$ cat src/rtl/mantissa_normalizer.sv
// mantissa_normalizer: post-addition normalizer for a bfloat16 adder.
// Takes the raw 9-bit sum mantissa (carry, hidden one, 7-bit fraction),
// the exponent of the larger operand, the sign, and the guard/sticky bits
// left over from alignment. It renormalizes one bit position per cycle,
// then rounds (or truncates) and packs {sign, exp[7:0], mant[6:0]}.
// Build option: define NORM_ROUND_EN for round-to-nearest-even in ROUND;
// without it the ROUND state truncates and only passes through.
module mantissa_normalizer (
    input  logic        clk,
    input  logic        rst_n,
    input  logic        in_valid,
    output logic        in_ready,
    input  logic        in_sign,
    input  logic [7:0]  in_exp,
    input  logic [8:0]  in_mant,
    input  logic        in_guard,
    input  logic        in_sticky,
    output logic        out_valid,
    input  logic        out_ready,
    output logic [15:0] out_result,
    output logic        out_ovf,
    output logic        out_unf
);

    typedef enum logic [1:0] {IDLE, SHIFT, ROUND, DONE} state_t;

    state_t      state_q, state_d;
    logic        sign_q, sign_d;
    logic [7:0]  exp_q, exp_d;
    logic [8:0]  mant_q, mant_d;
    logic        guard_q, guard_d;
    logic        sticky_q, sticky_d;
    logic [15:0] result_q, result_d;
    logic        ovf_q, ovf_d;
    logic        unf_q, unf_d;
    logic        valid_q, valid_d;

    logic [8:0]  exp_inc;
    logic [8:0]  exp_r;
    logic [8:0]  mant_r;

    assign exp_inc = {1'b0, exp_q} + 9'd1;

`ifdef NORM_ROUND_EN
    // Round to nearest even: bump when above half, or exactly half and odd.
    function automatic logic [8:0] round_mant(input logic [8:0] mant,
                                              input logic       guard,
                                              input logic       sticky);
        round_mant = mant + {8'd0, guard & (sticky | mant[0])};
    endfunction
`endif

    // Next-state and datapath: one normalization step per cycle in SHIFT.
    always_comb begin
        state_d  = state_q;
        sign_d   = sign_q;
        exp_d    = exp_q;
        mant_d   = mant_q;
        guard_d  = guard_q;
        sticky_d = sticky_q;
        result_d = result_q;
        ovf_d    = ovf_q;
        unf_d    = unf_q;
        valid_d  = valid_q;
        mant_r   = mant_q;
        exp_r    = {1'b0, exp_q};

        case (state_q)
            IDLE: begin
                if (in_valid) begin
                    sign_d   = in_sign;
                    exp_d    = in_exp;
                    mant_d   = in_mant;
                    guard_d  = in_guard;
                    sticky_d = in_sticky;
                    state_d  = SHIFT;
                end
            end
            SHIFT: begin
                if (mant_q == 9'd0 || exp_q == 8'd0) begin
                    // Exact cancellation (or zero operands) always gives +0.
                    result_d = 16'h0000;
                    ovf_d    = 1'b0;
                    unf_d    = 1'b0;
                    valid_d  = 1'b1;
                    state_d  = DONE;
                end else if (mant_q[8]) begin
                    // Carry out of the add: one right shift always suffices.
                    mant_d   = {1'b0, mant_q[8:1]};
                    guard_d  = mant_q[0];
                    sticky_d = sticky_q | guard_q;
                    exp_d    = exp_inc[7:0];
                    if (exp_inc >= 9'd255) begin
                        result_d = {sign_q, 8'hFF, 7'h00};
                        ovf_d    = 1'b1;
                        unf_d    = 1'b0;
                        valid_d  = 1'b1;
                        state_d  = DONE;
                    end else begin
                        state_d = ROUND;
                    end
                end else if (mant_q[7]) begin
                    state_d = ROUND;
                end else if (exp_q <= 8'd1) begin
                    // No denormals: running out of exponent flushes to zero.
                    result_d = {sign_q, 15'h0000};
                    ovf_d    = 1'b0;
                    unf_d    = 1'b1;
                    valid_d  = 1'b1;
                    state_d  = DONE;
                end else begin
                    // Guard bit re-enters as the new LSB; only one is kept.
                    mant_d  = {mant_q[7:0], guard_q};
                    guard_d = 1'b0;
                    exp_d   = exp_q - 8'd1;
                end
            end
            ROUND: begin
`ifdef NORM_ROUND_EN
                mant_r = round_mant(mant_q, guard_q, sticky_q);
                if (mant_r[8]) begin
                    mant_r = 9'h080;
                    exp_r  = exp_inc;
                end
`endif
                mant_d = mant_r;
                exp_d  = exp_r[7:0];
                if (exp_r >= 9'd255) begin
                    result_d = {sign_q, 8'hFF, 7'h00};
                    ovf_d    = 1'b1;
                end else begin
                    result_d = {sign_q, exp_r[7:0], mant_r[6:0]};
                    ovf_d    = 1'b0;
                end
                unf_d   = 1'b0;
                valid_d = 1'b1;
                state_d = DONE;
            end
            DONE: begin
                if (out_ready) begin
                    valid_d = 1'b0;
                    state_d = IDLE;
                end
            end
            default: begin
                state_d = IDLE;
                valid_d = 1'b0;
            end
        endcase
    end

    // Control and output registers; reset discards any in-flight result.
    always_ff @(posedge clk) begin
        if (!rst_n) begin
            state_q  <= IDLE;
            valid_q  <= 1'b0;
            result_q <= 16'h0000;
            ovf_q    <= 1'b0;
            unf_q    <= 1'b0;
        end else begin
            state_q  <= state_d;
            valid_q  <= valid_d;
            result_q <= result_d;
            ovf_q    <= ovf_d;
            unf_q    <= unf_d;
        end
    end

    // Working operand registers; contents only matter after a capture.
    always_ff @(posedge clk) begin
        sign_q   <= sign_d;
        exp_q    <= exp_d;
        mant_q   <= mant_d;
        guard_q  <= guard_d;
        sticky_q <= sticky_d;
    end

    assign in_ready   = (state_q == IDLE);
    assign out_valid  = valid_q;
    assign out_result = result_q;
    assign out_ovf    = ovf_q;
    assign out_unf    = unf_q;

endmodule
$ cat config.mk
export PLATFORM = sky130hd
export DESIGN_NAME = mantissa_normalizer
export DESIGN_NICKNAME = d
export VERILOG_FILES = /design/src/rtl/mantissa_normalizer.sv
export SDC_FILE = /design/constraint.sdc
export NUM_CORES = 1
export LEC_CHECK = 0
export ABC_AREA = 1
export BUFFER_PORTS_ARGS = -buffer_cell sky130_fd_sc_hd__buf_2
export CAP_MARGIN = 15
export CORE_ASPECT_RATIO = 1.25
export CORE_MARGIN = 2
export CORE_UTILIZATION = 55
export DETAILED_ROUTE_END_ITERATION = 7
export PLACE_DENSITY = 0.79
export RECOVER_POWER = 50
export SYNTH_ARGS = -nofsm -noshare
export SYNTH_HDL_FRONTEND = slang
export SYNTH_SLANG_ARGS = --single-unit
$ cat constraint.sdc
create_clock -name clk -period 3.9 [get_ports clk]
set_clock_uncertainty 0.15 [all_clocks]
set_input_delay 0.78 -clock clk [delete_from_list [all_inputs] [get_ports clk]]
set_output_delay 0.78 -clock clk [all_outputs]
set_load 0.01 [all_outputs]
==> summary.md <==
| Metric | Value |
|---|---|
| Worst endpoint required time | `3.98 ns` |
| Seq/Total Area, Yosys | `38.8%` |
| Element type at the critical path end | `flip-flop` |
| Sw Pwr | `1.13 mW` |
| DRC viols | `0` |
| Die width | `64.9 µm` |
| EDFF count, synth | `19` |
| Reg power frac | `36.8%` |
| Pwr Density | `834 mW/mm²` |
| Hold buffer count at cts | `0` |
| Top cells by area, synth | `edfxtp_1 (22%), dfxtp_1 (16%), nand2_1 (10%), nand3_1 (8.6%), nor2_1 (6.6%)` |
| Ant. Diodes | `0` |
| Worst Setup Start Kind | `flip-flop` |
| Largest area contributor in the netlist | `edfxtp_1` |
| Finished Layout Cells | `449` |
| CP max stage cell | `edfxtp_1` |
| Antenna viol nets, final | `0` |
| First-pass DRT Iterations | `4` |
| Fin crit period | `2.57 ns` |
| TritonCTS buffer count | `5` |
| Int Pwr | `1.21 mW` |
| Flops & latches, synth | `40` |
| Avg WL per Cell | `11.7 µm` |
| Layout area overhead | `10.0%` |
| Vias per inst | `5.05` |
| Worst-case clock buffer depth | `2` |
| Final hold violations | `0` |
| Row count | `27` |
| Final HPWL DP | `3950 µm` |
| Clk sinks | `40` |
| Core area | `0.00443 mm²` |
| Vias | `2,268` |
| Share of cells above drive strength 1 | `16.9%` |
| Placer Congestion | `0.849` |
| Dpl cell area | `0.00275 mm²` |
| H-tree levels | `2` |
| Setup repair after global routing missed its margin | `false` |
| Most frequent cell after synthesis | `nand2_1` |
| I/O Buffers | `42` |
| Initial antenna violation count | `0` |
| Final worst-path cycle share | `65.9%` |
| DRT Wirelength | `5280 µm` |
| Fin area | `0.00281 mm²` |
| Worst-path cell chain | `inv_1, ha_1, nand2_2, nand2_1, nand2_1, o21ai_1, nor2_2, nor2_4, nand2_4, inv_4, nor2_1, nor2_1` |
| Syn nets | `387` |
| Comb power frac | `51.7%` |
| GRT Residual Overflow | `0` |
| Outcome | `complete, no violations` |
| CP arrival | `2.65 ns` |
| Worst Hold Class | `flip-flop to flip-flop` |
| Synth cell count leaders | `nand2_1 (71), nor2_1 (45), nand3_1 (44)` |
| Peak per-stage delay on the critical path | `0.49 ns` |
| Worst-path clk slew | `0.08 ns` |
| Initial DRC Count | `100` |
| Mapped Area | `0.00255 mm²` |
| Post-synthesis cell type count | `31` |
| Worst-margin pin slew | `0.661 ns` |
| Pleak | `1.28 nW` |
| Synthesized instance count | `355` |
| Top FF cell, synth | `dfxtp_1` |
| Post-synth top area share | `22.4%` |
| CTS Root Cell | `clkbuf_8` |
| Setup Viol. Count Final | `0` |
| Synth warnings | `0` |
| CTS resizes | `0` |
| Final Slew Violations | `0` |
| DIE HEIGHT | `80.2 µm` |
| Avg Inst Size Synth | `7.19 µm²` |
| Max cap viols | `0` |
| Post-CTS Setup Inserts | `0` |
| Maximum clock rate | `0.389 GHz` |
| Crit Path Class | `flip-flop to flip-flop` |
| Switching Share | `48.5%` |
| Fin nets | `422` |
| Peak supply drop | `0.427 mV` |
| GRT Overall Usage | `21.7%` |
| Placed cell count | `441` |
| Slew headroom | `56.0%` |
| First-pass GRT wire length | `8940 µm` |
| Ys async rst share | `0%` |
| CTS tree | `done` |
| IO Pins | `44` |
| Starting Density | `57.7%` |
| Largest fanout on the critical path | `13` |
| Largest net degree at the start of global routing | `22` |
| Total negative slack | `0 ns` |
| Worst-Skew Late Latency | `0.29 ns` |
| Die area | `0.00521 mm²` |
| Vias in the first global route | `2,085` |
| Clock power share | `11.5%` |
==> metrics by stage <==
step	worst slack (ns)	utilization [%]	hold WS [ns]	power, mW
after floorplan	1.28	-	0.296	1.86
after global placement	1.40	62.2	0.295	2.06
after detailed placement	1.33	62.2	0.308	2.10
after CTS	1.30	64.1	0.328	2.37
after global routing	1.07	63.5	0.343	2.57
final	1.33	63.5	0.327	2.34
==> power groups by stage <==
stage / logic [mW] / registers [mW] / clock network, mW
floorplan: 1.04 / 0.815 / 0
global placement: 1.21 / 0.857 / 0
detailed placement: 1.23 / 0.862 / 0
CTS: 1.24 / 0.853 / 0.277
global route: 1.40 / 0.882 / 0.293
finish: 1.21 / 0.862 / 0.269
==> area by class of cell <==
class | count | area (µm²)
Tap cell | 58 | 72.6
Clock inverter | 2 | 11.3
Sequential cell | 40 | 991
Inverter | 37 | 141
Multi-Input combinational cell | 262 | 1320
Timing Repair Buffer | 44 | 196
Fill cell | 450 | 1620
Clock buffer | 6 | 72.6
==> cell families (layout without fill, tap and decap cells) <==
logic type / Yosys count / after routing / share of synthesized area (%)
compound gates: 52 / 52 / 10.6
flops: 40 / 40 / 38.8
buf+inv: 53 / 89 / 9.31
simple gates: 199 / 199 / 36.3
fa+ha+maj: 8 / 8 / 3.92
xor+xnor: 3 / 3 / 1.03
==> critical path: cells and delay by family (launching register included) <==
family	cells	cell delay (ns)
compound gates	1	0.23
buf+inv	2	0.37
fa+ha+maj	1	0.23
flops	1	0.49
simple gates	8	1.03
==> cells in the final DEF (no fill, tap or decap), types with 2 or more instances in the layout <==
master / synthesis / routed
nand2_1: 71 / 71
nor2_1: 45 / 45
nand3_1: 44 / 44
inv_1: 34 / 34
a21oi_1: 28 / 28
nor2_2: 24 / 24
clkbuf_1: 8 / 22
buf_2: 2 / 22
dfxtp_1: 21 / 21
edfxtp_1: 19 / 19
o21ai_0: 16 / 16
ha_1: 8 / 8
clkbuf_8: 0 / 5
nand2_2: 4 / 4
nor3_1: 3 / 3
xor2_1: 3 / 3
a31oi_1: 3 / 3
inv_2: 2 / 2
nand3_2: 2 / 2
nand4_1: 2 / 2
o21bai_1: 2 / 2
o21ai_1: 2 / 2
inv_4: 1 / 2
==> path summary, 6_finish.rpt <==
check,start,end,slack [ns],cells after the start
setup / recovery,exp_q[0]$_DFFE_PP_,out_result[5]$_SDFFE_PN0P_,1.33,12
hold / removal,out_result[1]$_SDFFE_PN0P_,out_result[1]$_SDFFE_PN0P_,0.33,2
setup reg to reg,exp_q[0]$_DFFE_PP_,out_result[5]$_SDFFE_PN0P_,1.33,12
hold reg to reg,out_result[1]$_SDFFE_PN0P_,out_result[1]$_SDFFE_PN0P_,0.33,2
==> per-layer routing <==
metal / track usage [%] / wire length [µm] / vias up
li1: - / - / 1222
met1: 27.4 / 2430 / 980
met2: 37.8 / 2500 / 60
met3: 3.36 / 275 / 6
met4: 7.02 / 68 / 0
met5: 0 / 0 / -
==> state kept, by name, summed over array words and instances, names as in the netlist <==
name,cells
out_result,16
out_valid,1
state_q,2
out_unf,1
sign_q,1
out_ovf,1
exp_q,8
mant_q,9
guard_q,1
Note: power is estimated with default switching activity, not from simulation.
